File: config.mk
export PLATFORM = sky130hd
export DESIGN_NAME = contrast_sequencer
export DESIGN_NICKNAME = d
export VERILOG_FILES = /design/src/rtl/contrast_sequencer.sv
export SDC_FILE = /design/constraint.sdc
export NUM_CORES = 1
export LEC_CHECK = 0
export BUFFER_PORTS_ARGS = -buffer_cell sky130_fd_sc_hd__buf_2
export CAP_MARGIN = 20
export CORE_MARGIN = 4
export CORE_UTILIZATION = 60
export DETAILED_ROUTE_END_ITERATION = 12
export PLACE_DENSITY = 0.78
export SLEW_MARGIN = 10
export SYNTH_ARGS = -nofsm -noshare
export SYNTH_HDL_FRONTEND = slang
export SYNTH_SLANG_ARGS = --single-unit
export TNS_END_PERCENT = 30
File: constraint.sdc
create_clock -name CLK100 -period 6.41 [get_ports CLK100]
set_clock_uncertainty 0.1 [all_clocks]
set_input_delay 0.641 -clock CLK100 [delete_from_list [all_inputs] [get_ports CLK100]]
set_output_delay 0.641 -clock CLK100 [all_outputs]
set_load 0.01 [all_outputs]
File: src/rtl/contrast_sequencer.sv
// Frame-level contrast controller: pixel/line counting, active window, frame-end strobe and
// serial Q4.4 gain divider with valid/ack handshake. Optional smoothing: CONTRAST_GAIN_IIR_EN.
module contrast_sequencer #(
    parameter int ADC_W    = 14,
    parameter int COLS     = 384,
    parameter int ROWS     = 288,
    parameter int WIN_X0   = 8,
    parameter int WIN_X1   = 375,
    parameter int WIN_Y0   = 4,
    parameter int WIN_Y1   = 283,
    parameter int TARGET   = 255,
    parameter int STAT_LAT = 2
) (
    input  logic             CLK100,
    input  logic             RESET,
    input  logic             FRAME_START,
    input  logic             PIX_VALID,
    input  logic [ADC_W-1:0] STAT_MIN,
    input  logic [ADC_W-1:0] STAT_MAX,
    output logic             WIN_ENABLE,
    output logic             FRAME_PULSE,
    output logic [7:0]       GAIN,
    output logic             GAIN_VALID,
    input  logic             GAIN_ACK,
    output logic             PENDING,
    output logic             OVERRUN
);
    localparam int COL_W = $clog2(COLS);
    localparam int ROW_W = $clog2(ROWS + 1);
    localparam int LAT_W = $clog2(STAT_LAT + 1);
    localparam int DIV_W = 12;
    localparam logic [DIV_W-1:0] DIVIDEND = DIV_W'(TARGET * 16);

    typedef enum logic [1:0] {IDLE, SETTLE, DIVIDE, UPDATE} state_t;

    logic [COL_W-1:0] col;
    logic [ROW_W-1:0] row;
    logic             frame_pulse;
    logic             last_pix, frame_done;

    state_t           state, state_next;
    logic [LAT_W-1:0] settle_cnt;
    logic [3:0]       bit_cnt;
    logic [ADC_W-1:0] range_r, range_calc, rem;
    logic [ADC_W:0]   rem_sh;
    logic             rem_ge, range_zero;
    logic [DIV_W-1:0] dvd, quo;
    logic [7:0]       gain_r, q_sat, gain_next;
    logic             gain_valid_r, pending_r, overrun_r;
    logic             start_calc, load_range, div_step, do_update;

    assign last_pix   = (col == COL_W'(COLS - 1)) && (row == ROW_W'(ROWS - 1));
    assign frame_done = (row == ROW_W'(ROWS));
    assign WIN_ENABLE = PIX_VALID && (int'(col) >= WIN_X0) && (int'(col) <= WIN_X1)
                        && (int'(row) >= WIN_Y0) && (int'(row) <= WIN_Y1);

    // Row saturates at ROWS after the last pixel so stray strobes cannot start a phantom frame.
    always_ff @(posedge CLK100 or posedge RESET) begin
        if (RESET) begin
            col         <= '0;
            row         <= '0;
            frame_pulse <= 1'b0;
        end else begin
            frame_pulse <= PIX_VALID && !FRAME_START && last_pix;
            if (FRAME_START) begin
                col <= '0;
                row <= '0;
            end else if (PIX_VALID && !frame_done) begin
                if (col == COL_W'(COLS - 1)) begin
                    col <= '0;
                    row <= row + 1'b1;
                end else begin
                    col <= col + 1'b1;
                end
            end
        end
    end

    assign range_zero = (STAT_MAX <= STAT_MIN);
    assign range_calc = range_zero ? '0 : STAT_MAX - STAT_MIN;
    assign rem_sh     = {rem, dvd[DIV_W-1]};
    assign rem_ge     = (rem_sh >= {1'b0, range_r});
    assign q_sat      = (|quo[DIV_W-1:8]) ? 8'hFF : quo[7:0];

`ifdef CONTRAST_GAIN_IIR_EN
    logic [9:0] iir_sum;
    assign iir_sum   = {2'b0, gain_r} + {1'b0, gain_r, 1'b0} + {2'b0, q_sat} + 10'd2;
    assign gain_next = iir_sum[9:2];
`else
    assign gain_next = q_sat;
`endif

    always_ff @(posedge CLK100 or posedge RESET) begin
        if (RESET) state <= IDLE;
        else       state <= state_next;
    end

    // A new frame end always wins: the calculation in flight is abandoned.
    always_comb begin
        state_next = state;
        start_calc = 1'b0;
        load_range = 1'b0;
        div_step   = 1'b0;
        do_update  = 1'b0;
        case (state)
            IDLE: ;
            SETTLE: if (settle_cnt == LAT_W'(STAT_LAT - 1)) begin
                load_range = 1'b1;
                state_next = range_zero ? UPDATE : DIVIDE;
            end
            DIVIDE: begin
                div_step = 1'b1;
                if (bit_cnt == 4'(DIV_W - 1)) state_next = UPDATE;
            end
            UPDATE: begin
                do_update  = 1'b1;
                state_next = IDLE;
            end
            default: state_next = IDLE;
        endcase
        if (frame_pulse) begin
            start_calc = 1'b1;
            load_range = 1'b0;
            div_step   = 1'b0;
            do_update  = 1'b0;
            state_next = SETTLE;
        end
    end

    always_ff @(posedge CLK100 or posedge RESET) begin
        if (RESET) begin
            settle_cnt   <= '0;
            bit_cnt      <= '0;
            range_r      <= '0;
            rem          <= '0;
            dvd          <= '0;
            quo          <= '0;
            gain_r       <= 8'h10;
            gain_valid_r <= 1'b0;
            pending_r    <= 1'b0;
            overrun_r    <= 1'b0;
        end else begin
            gain_valid_r <= 1'b0;
            if (start_calc)          settle_cnt <= '0;
            else if (state == SETTLE) settle_cnt <= settle_cnt + 1'b1;
            if (load_range) begin
                range_r <= range_calc;
                rem     <= '0;
                dvd     <= DIVIDEND;
                bit_cnt <= '0;
                quo     <= range_zero ? DIV_W'(255) : '0;
            end else if (div_step) begin
                rem     <= rem_ge ? ADC_W'(rem_sh - {1'b0, range_r}) : rem_sh[ADC_W-1:0];
                quo     <= {quo[DIV_W-2:0], rem_ge};
                dvd     <= {dvd[DIV_W-2:0], 1'b0};
                bit_cnt <= bit_cnt + 1'b1;
            end
            if (do_update) begin
                gain_r       <= gain_next;
                gain_valid_r <= 1'b1;
                pending_r    <= 1'b1;
            end else if (GAIN_ACK) begin
                pending_r    <= 1'b0;
            end
            if (frame_pulse && state != IDLE) overrun_r <= 1'b1;
        end
    end

    assign FRAME_PULSE = frame_pulse;
    assign GAIN        = gain_r;
    assign GAIN_VALID  = gain_valid_r;
    assign PENDING     = pending_r;
    assign OVERRUN     = overrun_r;
endmodule

==> impl_results.md <==
* Pins Over Slew Limit at 0
* Cells after Synth at just over 600
* Layout Nets at between 700 and 800
* R2r setup slk at ~3400 ps
* H-tree levels at 3
* # DRC at 0
* Buf/Inv on CP at 0
* Fin. Hold Viols at 0
* CTS sink count at 86
* CP most frequent cell: o211ai_1
* Synth-to-layout area growth at 9.384%
* DRT iter0 DRCs at 238
* Row cnt at 34
* Final setup vio count at 0
* CTS clk-pin slew, worst paths at 110 ps
* Synthesized cell area at 5426 um2
* Via/cell ratio at 6.213
* Static Leak at 2.917 nW
* I/O pins at 46
* WL/cell at 16.16 um
* EDFF count, synth at 0
* Hold WS at 169.2 ps
* Largest net degree at the start of global routing at 87
* TritonCTS clock tree: done
* FF/Latch Area at approximately 2200 um2
* CP delay by family, top: compound AO/OA/AOI/OAI gates
* Setup Total Neg Slack at 0 ps
* Cts repair resizes at 0
* Clock Root Buffer: clkbuf_8
* Die X at about 100 um
* Async SR Flop Fraction at 1.000
* Fraction of layout cells with a size suffix above 1 at 0.1165
* WS Path Type: reg2reg
* CP Cell Sequence: ha_1 -> a21oi_1 -> o211ai_1 -> o211ai_1 -> o2bb2ai_1 -> nor2_1 -> a311o_1
* Max_cap viols at 0
* Commonest non-fill, non-tap cell in the layout: dfrtp_1
* Initial core utilization at 0.6192
* Fin area at 5936 um2
* Die area at 10630 um2
* Diode count at 0
* Worst-skew pair later-pin latency at 370 ps
* Fin crit share at 0.4757
* Peak Freq at 327.9 MHz
* Commonest cells after routing, fill and taps aside: 85 x dfrtp_1, 68 x nand2_1, 58 x nor2_1, 45 x buf_2, 43 x inv_1
* Multi-input gate area at 3002 um2
* Status: completed
* Power Density at 173.8 nW/um2
* Final HPWL DP at 8679 um
* RSZ-0062 raised after global routing: no
* Gpl congestion at 0.9617
* Critical path's slowest cell: o2bb2ai_1
* Syn Nets at 675
* Number of synthesized register bits at 86
* CTS Buf Count at 9
* Fill cells at ~750
* Hold_buf cts at 0
* CP arrival at around 3200 ps
* Post-CTS setup buffers at 0
* Die Ht at 103.1 um
* Crit end category: flop
* GRT Util Overall at 0.2430
* Placeable Area at 8763 um2
* CTS max path bufs at 2
* Routed Wire Length at 12150 um
* Synth warn at 0
* Min cycle time layout at between 3000 and 4000 ps
* Netlist cell types at 65
* Slew headroom at 0.3122
* Initial antenna violation count at 0
* Syn_area_per_cell at 8.955 um2
* Max incr delay on CP at 850 ps
* Final ANT Viol Nets at 0
* DR vias at about 4700
* Seq/Total Area, Yosys at 0.3968
* DR pass1 iterations at 5
* Worst min path class: in2async
* Buffers on Ports at 45
* Placement Cell Area at 5704 um2
* Crit-path max FO at 12
* Aggregate global routing overflow at 0
* Post-synth top flop: dfrtp_1
* Startpoint Class: flop
* VDD IR max at 0.1143 mV
* Number of global-route vias before repair at between 4000 and 5000
* Required time of the worst setup path at 6550 ps
* Worst-Margin Slew at 1032 ps
* First-pass GRT wire length at 20670 um
worst reg2reg max path, delay by kind of cell (launching register included):
family	cells	cell delay, ps
compound gates	5	1780
fa+ha+maj	1	440
flops	1	420
simple gates	1	190
per-stage QoR:
| step | setup WS, ps | util | instances | power (mW) |
|---|---|---|---|---|
| after floorplan | 3449 | - | 606 | 0.6316 |
| after CTS | 3434 | 0.6742 | 751 | 1.038 |
| after detailed placement | 3159 | 0.6509 | 735 | 0.6595 |
| final | 3361 | 0.6773 | 752 | 1.031 |
| after global routing | 3226 | 0.6773 | 752 | 1.079 |
| after global placement | 3237 | 0.6509 | 735 | 0.6572 |
layout make-up:
class	count	share of cell area
clock buffer	9	0.02087
timing repair buffer	49	0.04637
tap	108	0.02277
clock inverter	7	0.01349
multi-input combinational	449	0.5057
inverter	44	0.02804
sequential	86	0.3628
sequential cells by signal, indices dropped and copies added, names as in the netlist:
| register | cells |
|---|---|
| PENDING | 1 |
| quo | 12 |
| state | 2 |
| settle_cnt | 2 |
| GAIN_VALID | 1 |
| GAIN | 8 |
| bit_cnt | 4 |
| dvd | 8 |
| range_r | 14 |
| col | 9 |
| row | 9 |
| FRAME_PULSE | 1 |
| rem | 14 |
| OVERRUN | 1 |
cells in the mapped netlist (3+ instances only):
master     number  area [um2]
nor2b_1         8       50.05
nor2_1         58       217.7
o2111ai_1       6       52.55
o21ai_1         3       15.01
nand3b_1        4       30.03
nor4_1          3       18.77
nor3_1         10       50.05
xor2_1         17       148.9
o21ai_0        14       70.07
a31oi_1        12       75.07
ha_1           34       425.4
or3_1           5       31.28
inv_1          44       165.2
a22o_1          5       43.79
o31ai_1        10       75.07
nand4_1        14       87.58
o22a_1         13       113.9
a221o_1         4       40.04
a21oi_1        24       120.1
o22ai_1         7       43.79
a21o_1         13       97.59
nand2b_1        7       43.79
xnor2_1        14       122.6
dfrtp_1        85        2127
nand3_1        16       80.08
a211oi_1        5       37.54
and3_1         11       68.82
clkbuf_1       23       86.33
o211ai_1       14       105.1
o21a_1          9       67.56
nand2_1        68       255.2
routing by layer:
| layer | GRT usage | share of wire | up-vias |
|---|---|---|---|
| met4 | 0.07171 | 0.014 | 0 |
| met1 | 0.3535 | 0.47 | 2246 |
| met5 | 0 | 0 | - |
| met2 | 0.3799 | 0.47 | 142 |
| met3 | 0.03383 | 0.048 | 18 |
| li1 | - | - | 2266 |
power breakdown:
part	total [mW]	switching, mW	internal (mW)
registers	0.544	0.00126	0.543
logic	0.107	0.0635	0.0435
clock network	0.380	0.226	0.154
final timing paths:
path / from / end / cells after the start
max in group asynchronous: RESET / GAIN[4]$_DFFE_PP1P_ / 4
max: rem[5]$_DFFE_PP0P_ / rem[10]$_DFFE_PP0P_ / 7
min: RESET / settle_cnt[0]$_DFFE_PP0P_ / 3
min in group CLK100: OVERRUN$_DFFE_PP0P_ / OVERRUN$_DFFE_PP0P_ / 1
min reg2reg: OVERRUN$_DFFE_PP0P_ / OVERRUN$_DFFE_PP0P_ / 1
max reg2reg: rem[5]$_DFFE_PP0P_ / rem[10]$_DFFE_PP0P_ / 7
cells by family after synthesis:
kind of cell / Yosys count / share of synthesized area
adders and majority gates: 36 / 0.08577
and+or+nand+nor: 216 / 0.1925
AOI/OAI and AO/OA: 166 / 0.2239
buffers and inverters: 71 / 0.05096
DFF: 86 / 0.3968
xor gates and xnor gates: 31 / 0.05003
Power figures use the tool's default switching activity.
